==> src/rtl/world_dispatcher.sv <==
// rtl/world_dispatcher.sv - world RAM scanner that dispatches valid cubes to cube_drawer channels
//
// Optional feature macro: WORLD_DISPATCH_STATS_EN (cubes_drawn / cubes_skipped counters).
// Ports:
//   clk_in, rst_in                   clock, synchronous active-high reset
//   start, busy, done                scan control: start pulse, scan in progress, completion pulse
//   world_read_addr, world_read      world RAM read port; entry = {valid, x, y, z}
//   drawer_start/busy/done           per-channel cube_drawer handshake
//   x_corner, y_corner, z_corner     per-channel fixed-point corners, channel k at [k*COORD_WIDTH +: COORD_WIDTH]
//   cube_index                       per-channel world index, channel k at [k*WORLD_BITS +: WORLD_BITS]
//   cubes_drawn, cubes_skipped       scan statistics (tied to 0 unless the macro is defined)
module world_dispatcher #(
  parameter int COORD_WIDTH  = 32,
  parameter int WORLD_SIZE   = 100,
  parameter int WORLD_BITS   = 7,
  parameter int READ_LATENCY = 3,
  parameter int NUM_DRAWERS  = 2
) (
  input  logic                               clk_in,
  input  logic                               rst_in,
  input  logic                               start,
  input  logic [3*COORD_WIDTH/2:0]           world_read,
  output logic [WORLD_BITS-1:0]              world_read_addr,
  output logic [NUM_DRAWERS-1:0]             drawer_start,
  input  logic [NUM_DRAWERS-1:0]             drawer_busy,
  input  logic [NUM_DRAWERS-1:0]             drawer_done,
  output logic [NUM_DRAWERS*COORD_WIDTH-1:0] x_corner,
  output logic [NUM_DRAWERS*COORD_WIDTH-1:0] y_corner,
  output logic [NUM_DRAWERS*COORD_WIDTH-1:0] z_corner,
  output logic [NUM_DRAWERS*WORLD_BITS-1:0]  cube_index,
  output logic [WORLD_BITS:0]                cubes_drawn,
  output logic [WORLD_BITS:0]                cubes_skipped,
  output logic                               busy,
  output logic                               done
);

  localparam int HALF  = COORD_WIDTH / 2;
  localparam int CNT_W = $clog2(READ_LATENCY + 1);
  localparam logic [CNT_W-1:0]      LAT  = CNT_W'(READ_LATENCY);
  localparam logic [WORLD_BITS-1:0] LAST = WORLD_BITS'(WORLD_SIZE - 1);

  typedef enum logic [1:0] {IDLE, FETCH, DRAIN, DONE} state_t;

  state_t                           state_q, state_d;
  logic [WORLD_BITS-1:0]            index_q;
  logic [CNT_W-1:0]                 cnt_q;
  logic [NUM_DRAWERS-1:0]           alloc_q;
  logic [NUM_DRAWERS-1:0]           start_q;
  logic [NUM_DRAWERS-1:0]           grant;
  logic [NUM_DRAWERS*COORD_WIDTH-1:0] x_q, y_q, z_q;
  logic [NUM_DRAWERS*WORLD_BITS-1:0]  idx_q;
  logic                             eval, entry_valid, have_free, dispatch, advance, start_scan;

  always_ff @(posedge clk_in) begin
    if (rst_in) state_q <= IDLE;
    else        state_q <= state_d;
  end

  always_comb begin
    // Lowest clear bit of alloc_q; zero when every channel is allocated.
    grant       = ~alloc_q & (alloc_q + NUM_DRAWERS'(1));
    have_free   = |grant;
    start_scan  = (state_q == IDLE) && start;
    eval        = (state_q == FETCH) && (cnt_q == LAT);
    entry_valid = world_read[3*HALF];
    dispatch    = eval && entry_valid && have_free;
    // A valid entry with no free channel holds the evaluate cycle (address unchanged).
    advance     = eval && (!entry_valid || have_free);
    state_d     = state_q;
    case (state_q)
      IDLE:    if (start) state_d = FETCH;
      FETCH:   if (advance && (index_q == LAST)) state_d = DRAIN;
      DRAIN:   if (alloc_q == '0) state_d = DONE;
      DONE:    state_d = IDLE;
      default: state_d = IDLE;
    endcase
  end

  always_ff @(posedge clk_in) begin
    if (rst_in) begin
      index_q <= '0;
      cnt_q   <= '0;
      alloc_q <= '0;
      start_q <= '0;
      x_q     <= '0;
      y_q     <= '0;
      z_q     <= '0;
      idx_q   <= '0;
    end else begin
      if (start_scan) begin
        index_q <= '0;
        cnt_q   <= '0;
      end else if (state_q == FETCH) begin
        if (advance) begin
          cnt_q <= '0;
          if (index_q != LAST) index_q <= index_q + WORLD_BITS'(1);
        end else if (!eval) begin
          cnt_q <= cnt_q + CNT_W'(1);
        end
      end
      for (int k = 0; k < NUM_DRAWERS; k++) begin
        if (start_q[k] && drawer_busy[k]) start_q[k] <= 1'b0;
        // A done that arrives while start is still asserted belongs to no accepted job.
        if (alloc_q[k] && !start_q[k] && drawer_done[k]) alloc_q[k] <= 1'b0;
        if (dispatch && grant[k]) begin
          alloc_q[k] <= 1'b1;
          start_q[k] <= 1'b1;
          x_q[k*COORD_WIDTH +: COORD_WIDTH]  <= {world_read[3*HALF-1 -: HALF], {HALF{1'b0}}};
          y_q[k*COORD_WIDTH +: COORD_WIDTH]  <= {world_read[2*HALF-1 -: HALF], {HALF{1'b0}}};
          z_q[k*COORD_WIDTH +: COORD_WIDTH]  <= {world_read[HALF-1:0], {HALF{1'b0}}};
          idx_q[k*WORLD_BITS +: WORLD_BITS]  <= index_q;
        end
      end
    end
  end

`ifdef WORLD_DISPATCH_STATS_EN
  logic [WORLD_BITS:0] drawn_q, skipped_q;

  always_ff @(posedge clk_in) begin
    if (rst_in || start_scan) begin
      drawn_q   <= '0;
      skipped_q <= '0;
    end else begin
      if (dispatch)             drawn_q   <= drawn_q + (WORLD_BITS+1)'(1);
      if (eval && !entry_valid) skipped_q <= skipped_q + (WORLD_BITS+1)'(1);
    end
  end

  assign cubes_drawn   = drawn_q;
  assign cubes_skipped = skipped_q;
`else
  assign cubes_drawn   = '0;
  assign cubes_skipped = '0;
`endif

  assign world_read_addr = index_q;
  assign drawer_start    = start_q;
  assign x_corner        = x_q;
  assign y_corner        = y_q;
  assign z_corner        = z_q;
  assign cube_index      = idx_q;
  assign busy            = (state_q == FETCH) || (state_q == DRAIN);
  assign done            = (state_q == DONE);

endmodule

==> config.mk <==
export PLATFORM = sky130hd
export DESIGN_NAME = world_dispatcher
export DESIGN_NICKNAME = d
export VERILOG_FILES = /design/src/rtl/world_dispatcher.sv
export SDC_FILE = /design/constraint.sdc
export NUM_CORES = 1
export LEC_CHECK = 0
export ABC_AREA = 1
export BUFFER_PORTS_ARGS = -buffer_cell sky130_fd_sc_hd__buf_2
export CAP_MARGIN = 5
export CORE_ASPECT_RATIO = 0.8
export CORE_MARGIN = 2
export CORE_UTILIZATION = 45
export DETAILED_ROUTE_END_ITERATION = 6
export HOLD_SLACK_MARGIN = 0.15
export PLACE_DENSITY = 0.78
export SKIP_LAST_GASP = 1
export SLEW_MARGIN = 30
export SYNTH_ARGS = -nofsm -noshare
export SYNTH_HDL_FRONTEND = slang
export SYNTH_SLANG_ARGS = --single-unit
==> constraint.sdc <==
create_clock -name clk_in -period 1.95 [get_ports clk_in]
set_input_delay 0.195 -clock clk_in [delete_from_list [all_inputs] [get_ports clk_in]]
set_output_delay 0.195 -clock clk_in [all_outputs]
set_load 0.005 [all_outputs]
### Word-level counts from Yosys, hierarchy flattened

Cells that the tools add are included.

| word-level totals | value |
|---|---|
| input port bits | 56 |
| output and inout bits | 233 |
| logic and storage cells | 74 |
| bits in registers | 125 |

| cells by class | value |
|---|---|
| bitwise operators | 2 |
| reductions and logical operators | 30 |
| eq/ne operators | 10 |
| multiplexer cells | 14 |
| add/subtract/negate cells | 3 |

Operators with widths:

| operator | count |
|---|---|
| logical AND 1 bit | 14 |
| two-way mux 2 bit | 5 |
| two-way mux 1 bit | 8 |
| one-hot mux 2 bit (4 select lines) | 1 |
| nonzero test 2 bit | 4 |
| adder 7 x 1 -> 7 bit, second input constant | 1 |
| == test 7 bit, second input constant | 1 |
| != test 7 bit, second input constant | 1 |
| == test 2 bit, second input constant | 3 |
| != test 2 bit, second input constant | 3 |
| AND reduction 3 bit | 2 |
| adder 2 x 1 -> 2 bit, second input constant | 2 |
| zero test 2 bit | 2 |
| OR reduction 2 bit | 2 |
| zero test 1 bit | 3 |
| AND 2 bit | 1 |
| == test 2 x 1 -> 1 bit, second input constant | 1 |
| logical OR 1 bit | 2 |
| != test 2 x 1 -> 1 bit, second input constant | 1 |
| NOT 2 bit | 1 |
| AND reduction 2 bit | 1 |

### Longest topological paths before layout

| logic depth | value |
|---|---|
| word-level depth | 8 |
| mapped depth | 11 |
| mapped depth without buffers | 11 |

### Worst setup path after synthesis

Ideal clock, no wire load.

| timing | value |
|---|---|
| kind | register to register |
| start | reg state_q[1] |
| end | reg idx_q[1], in the netlist cube_index[1] |
| path buffers | 2 |
| data arrival time | 1335 ps |
| stages on the path, launching flop included | 11 |
| clock period less this slack | 1451 ps |
| setup time | 116 ps |
| path slack | 499 ps |
| required time | 1834 ps |
| cell sequence | dfxtp_1 -> inv_1 -> ha_1 -> nand2_1 -> inv_2 -> nand2_4 -> nor2_4 -> clkbuf_2 -> buf_4 -> o21ai_0 -> nor2_1 |

| between the ends | value |
|---|---|
| cells in the longest elaborated chain, start to end | 5 |

Ends and longest elaborated chain:

| what | RTL line | RTL |
|---|---|---|
| start: declaration | 44 | `state_t state_q, state_d;` |
| start signal: assignment | 56 | `else state_q <= state_d;` |
| == test 2 x 1 -> 1 bit | 64 | `eval = (state_q == FETCH) && (cnt_q == LAT);` |
| logical AND 1 bit | 64 |  |
| logical AND 1 bit (2 in a row) | 66 | `dispatch = eval && entry_valid && have_free;` |
| logical AND 1 bit | 105 | `if (dispatch && grant[k]) begin` |
| end signal: indexed assignment | 111 | `idx_q[k*WORLD_BITS +: WORLD_BITS] <= index_q;` |
| end: declaration | 51 | `logic [NUM_DRAWERS*WORLD_BITS-1:0] idx_q;` |

No other way between the ends.
A chain may end at the register's enable or synchronous reset.

### Final worst setup path

| timing | value |
|---|---|
| start | reg state_q[1] |
| end | reg y_q[59], in the netlist y_corner[59] |

| between the ends | value |
|---|---|
| cells in the longest elaborated chain, start to end | 5 |

Ends and longest elaborated chain:

| what | RTL line | RTL |
|---|---|---|
| == test 2 x 1 -> 1 bit | 64 |  |
| logical AND 1 bit | 64 |  |
| logical AND 1 bit (2 in a row) | 66 |  |
| logical AND 1 bit | 105 |  |
| end signal: indexed assignment | 109 | `y_q[k*COORD_WIDTH +: COORD_WIDTH] <= {world_read[2*HALF-1 -: HALF], {HALF{1'b0}}};` |
| end: declaration | 50 | `logic [NUM_DRAWERS*COORD_WIDTH-1:0] x_q, y_q, z_q;` |

No other way between the ends.

==> impl_metrics.yaml <==
outcome:
  status: "finished clean"
critical_path:
  critical_path.startpoint: "state_q[1]$_SDFFE_PP0P_"
  end_kind: "flop"
  required_ns: 2.28
  r2r_slack_ns: 0.23
  start_kind: "flop"
  critical_path.reg2reg.startpoint: "state_q[1]$_SDFFE_PP0P_"
  path_class: "flop to flop"
  critPathMaxFanout: 40
  crit_arrival_ns: 2.05
  regToRegEndpoint: "y_corner[59]$_SDFFE_PP0P_"
  reg2regPathDepth: 9
grt:
  antenna_found_initial: 0
  grt_start_max_net_pins: 79
  track_usage_pct: 20.91
  grt_pass1_wl_um: 21980
  grt_pass1_vias: 4542
  grt_overflow_total: 0
placement:
  placed_cells: 1006
  numPortBuffers: 176
  pre_cts_ws_ns: 0.2646
  gp_congestion: 0.7735
  hpwl_um: 8973
final_layout:
  n_fill_cell: 1025
  layout.nets: 992
  multiInputGateArea_um2: 2233
  final_cell_mix: "214 x nor2_1, 176 x buf_2, 125 x dfxtp_1"
  fin_cells: 1092
  drive_gt1_share_pct: 24.28
  layout_commonest_cell: "nor2_1"
  fin_util_pct: 60.90
  area_growth_pct: 30.49
  regArea_um2: 2502
timing:
  finalWorstSetupSlack_ns: 0.2277
  finalCritPeriodShare_pct: 88.32
  fin_skew_ns: 0.01039
  slew_viol_final: 0
  hold_viol_final: 0
  grt_setup_unrepaired: "false"
  max_freq_mhz: 580.6
  fin_setup_tns_ns: 0
  period_needed_ns: 1.722
  finalSetupViolCount: 0
floorplan:
  die_w_um: 126.9
  ioPinCount: 289
  die-area_um2: 12980
  die_y_um: 102.3
  row_count: 35
  coreArea_um2: 11650
  start_util_pct: 46.67
logic_synthesis:
  netlist_instances: 708
  syn_area_um2: 5436
  ys_types: 24
  syn_area_per_cell_um2: 7.679
  ys_ff_latch: 125
  synth-seq-area-share_pct: 46.03
  yosysWarnings: 0
power:
  power.total_mw: 6.126
  ir_worst_vdd_mv: 0.5425
  power_frac_seq_pct: 42.9
  powerDensity_nw_per_um2: 863.5
  switchingPower_mw: 1.509
  switching_share_pct: 24.63
  clkPwrFrac_pct: 48.3
  internal-power_mw: 4.617
  p_comb_share_pct: 8.8
  p_leak_nw: 3.829
job:
  maxCapViolations: 0
detailed_routing:
  via_count: 4935
  drt_iter0_markers: 284
  drt-total-wl_um: 14140
  drt_first_pass_iters: 4
  drc: 0
  antenna_left: 0
  routedWlPerCell_um: 12.95
  viasPerCell: 4.519
min_path:
  hold_path_class: "input port to flop"
  min_from: "start"
  hold_depth: 4
  holdPathEnd: "world_read_addr[4]$_SDFFE_PP0P_"
clock_network:
  clock_latency_ns: 0.40
  ctsLongestPathBuffers: 2
  postCtsSetupBuffers: 0
  path_clk_slew_ns: 0.06
  cts.sinks: 125
  clockRootBuffer: "clkbuf_16"
  numCtsBuffers: 17
  htree_levels: 4
  cts_tree: "yes"
==> stage by stage <==
step / cell area, um2 / hold slack (ns)
after floorplan: 5853 / 0.2641
after global placement: 6002 / 0.4338
after CTS: 7092 / 0.2181
after global routing: 7092 / 0.2831
final: 7094 / 0.2349
after detailed placement: 6002 / 0.4394
==> cells in the mapped netlist <==
master / instances / share of area [%]
inv_2: 5 / 0.35
conb_1: 1 / 0.069
nand2_4: 1 / 0.21
ha_1: 6 / 1.4
dfxtp_1: 125 / 46
o21ai_0: 114 / 10
buf_4: 113 / 16
nor2_4: 1 / 0.21
nor2_2: 1 / 0.12
nand2_1: 32 / 2.2
clkbuf_1: 19 / 1.3
inv_1: 22 / 1.5
nor2_1: 214 / 15
nand4_1: 2 / 0.23
clkinv_1: 1 / 0.069
buf_6: 2 / 0.41
a21oi_1: 23 / 2.1
buf_2: 12 / 1.1
nor3_4: 1 / 0.30
clkbuf_2: 2 / 0.18
xor2_1: 3 / 0.48
nand3_1: 6 / 0.55
o21a_1: 1 / 0.14
a211oi_1: 1 / 0.14
==> timing repair <==
action	CTS	global route
hold endpoints to repair	100	0
endpoints found under the setup margin	0	0
resized for setup	0	0
hold buffers	53	0
==> worst max-delay path, cell delays in order (launching register included) <==
cell,delay [ns]
dfxtp_1,0.33
inv_1,0.08
ha_1,0.20
nand2_1,0.08
inv_2,0.07
nand2_4,0.06
nor3_4,0.15
buf_4,0.37
o21ai_0,0.16
nor2_1,0.12
==> per-layer routing <==
metal,vias to the layer above,part of all wire [%],GRT usage (%)
met5,-,0,0
li1,2463,-,-
met1,2267,43,25.54
met2,199,50,35.98
met3,6,6.9,6.806
met4,0,0.55,5.579
==> power groups by stage <==
stage                     Sequential [mW]  Combinational (mW)  Clock [mW]
after global placement               2.68               0.443           0
final                                2.63               0.539        2.96
after global routing                 2.64               0.621        3.14
after CTS                            2.63               0.532        3.02
after detailed placement             2.69               0.447           0
after floorplan                      2.68               0.450           0
==> kinds of logic after synthesis <==
family,Yosys count,share of synthesized area [%]
DFF,125,46.03
buffers and inverters,176,20.55
adders and majority gates,6,1.381
xor gates and xnor gates,3,0.4834
AOI/OAI and AO/OA,139,12.89
other,1,0.06898
and+or+nand+nor,258,18.60
==> worst max-delay path by stage <==
stage	to	slack [ns]	cells past startpoint
after floorplan	cube_index[1]$_SDFFE_PP0P_	0.50	10
after global placement	y_corner[53]$_SDFFE_PP0P_	0.33	9
after detailed placement	z_corner[50]$_SDFFE_PP0P_	0.26	9
after CTS	y_corner[59]$_SDFFE_PP0P_	0.22	9
after global routing	y_corner[59]$_SDFFE_PP0P_	0.07	9
final	y_corner[59]$_SDFFE_PP0P_	0.23	9
==> state kept, by name, summed over array words and instances (netlist names) <==
| signal | cells |
|---|---|
| x_corner | 32 |
| cnt_q | 2 |
| z_corner | 32 |
| cube_index | 14 |
| drawer_start | 2 |
| state_q | 2 |
| alloc_q | 2 |
| world_read_addr | 7 |
| y_corner | 32 |
==> layout make-up <==
class	count	share of cell area, %
Clock inverter	14	1.693
Timing Repair Buffer	240	21.23
Clock buffer	18	6.190
Multi-Input combinational cell	518	31.48
Antenna cell	1	0.03527
Inverter	28	1.481
Sequential cell	125	35.27
Tap cell	148	2.610
(Power assumes the default switching activity.)
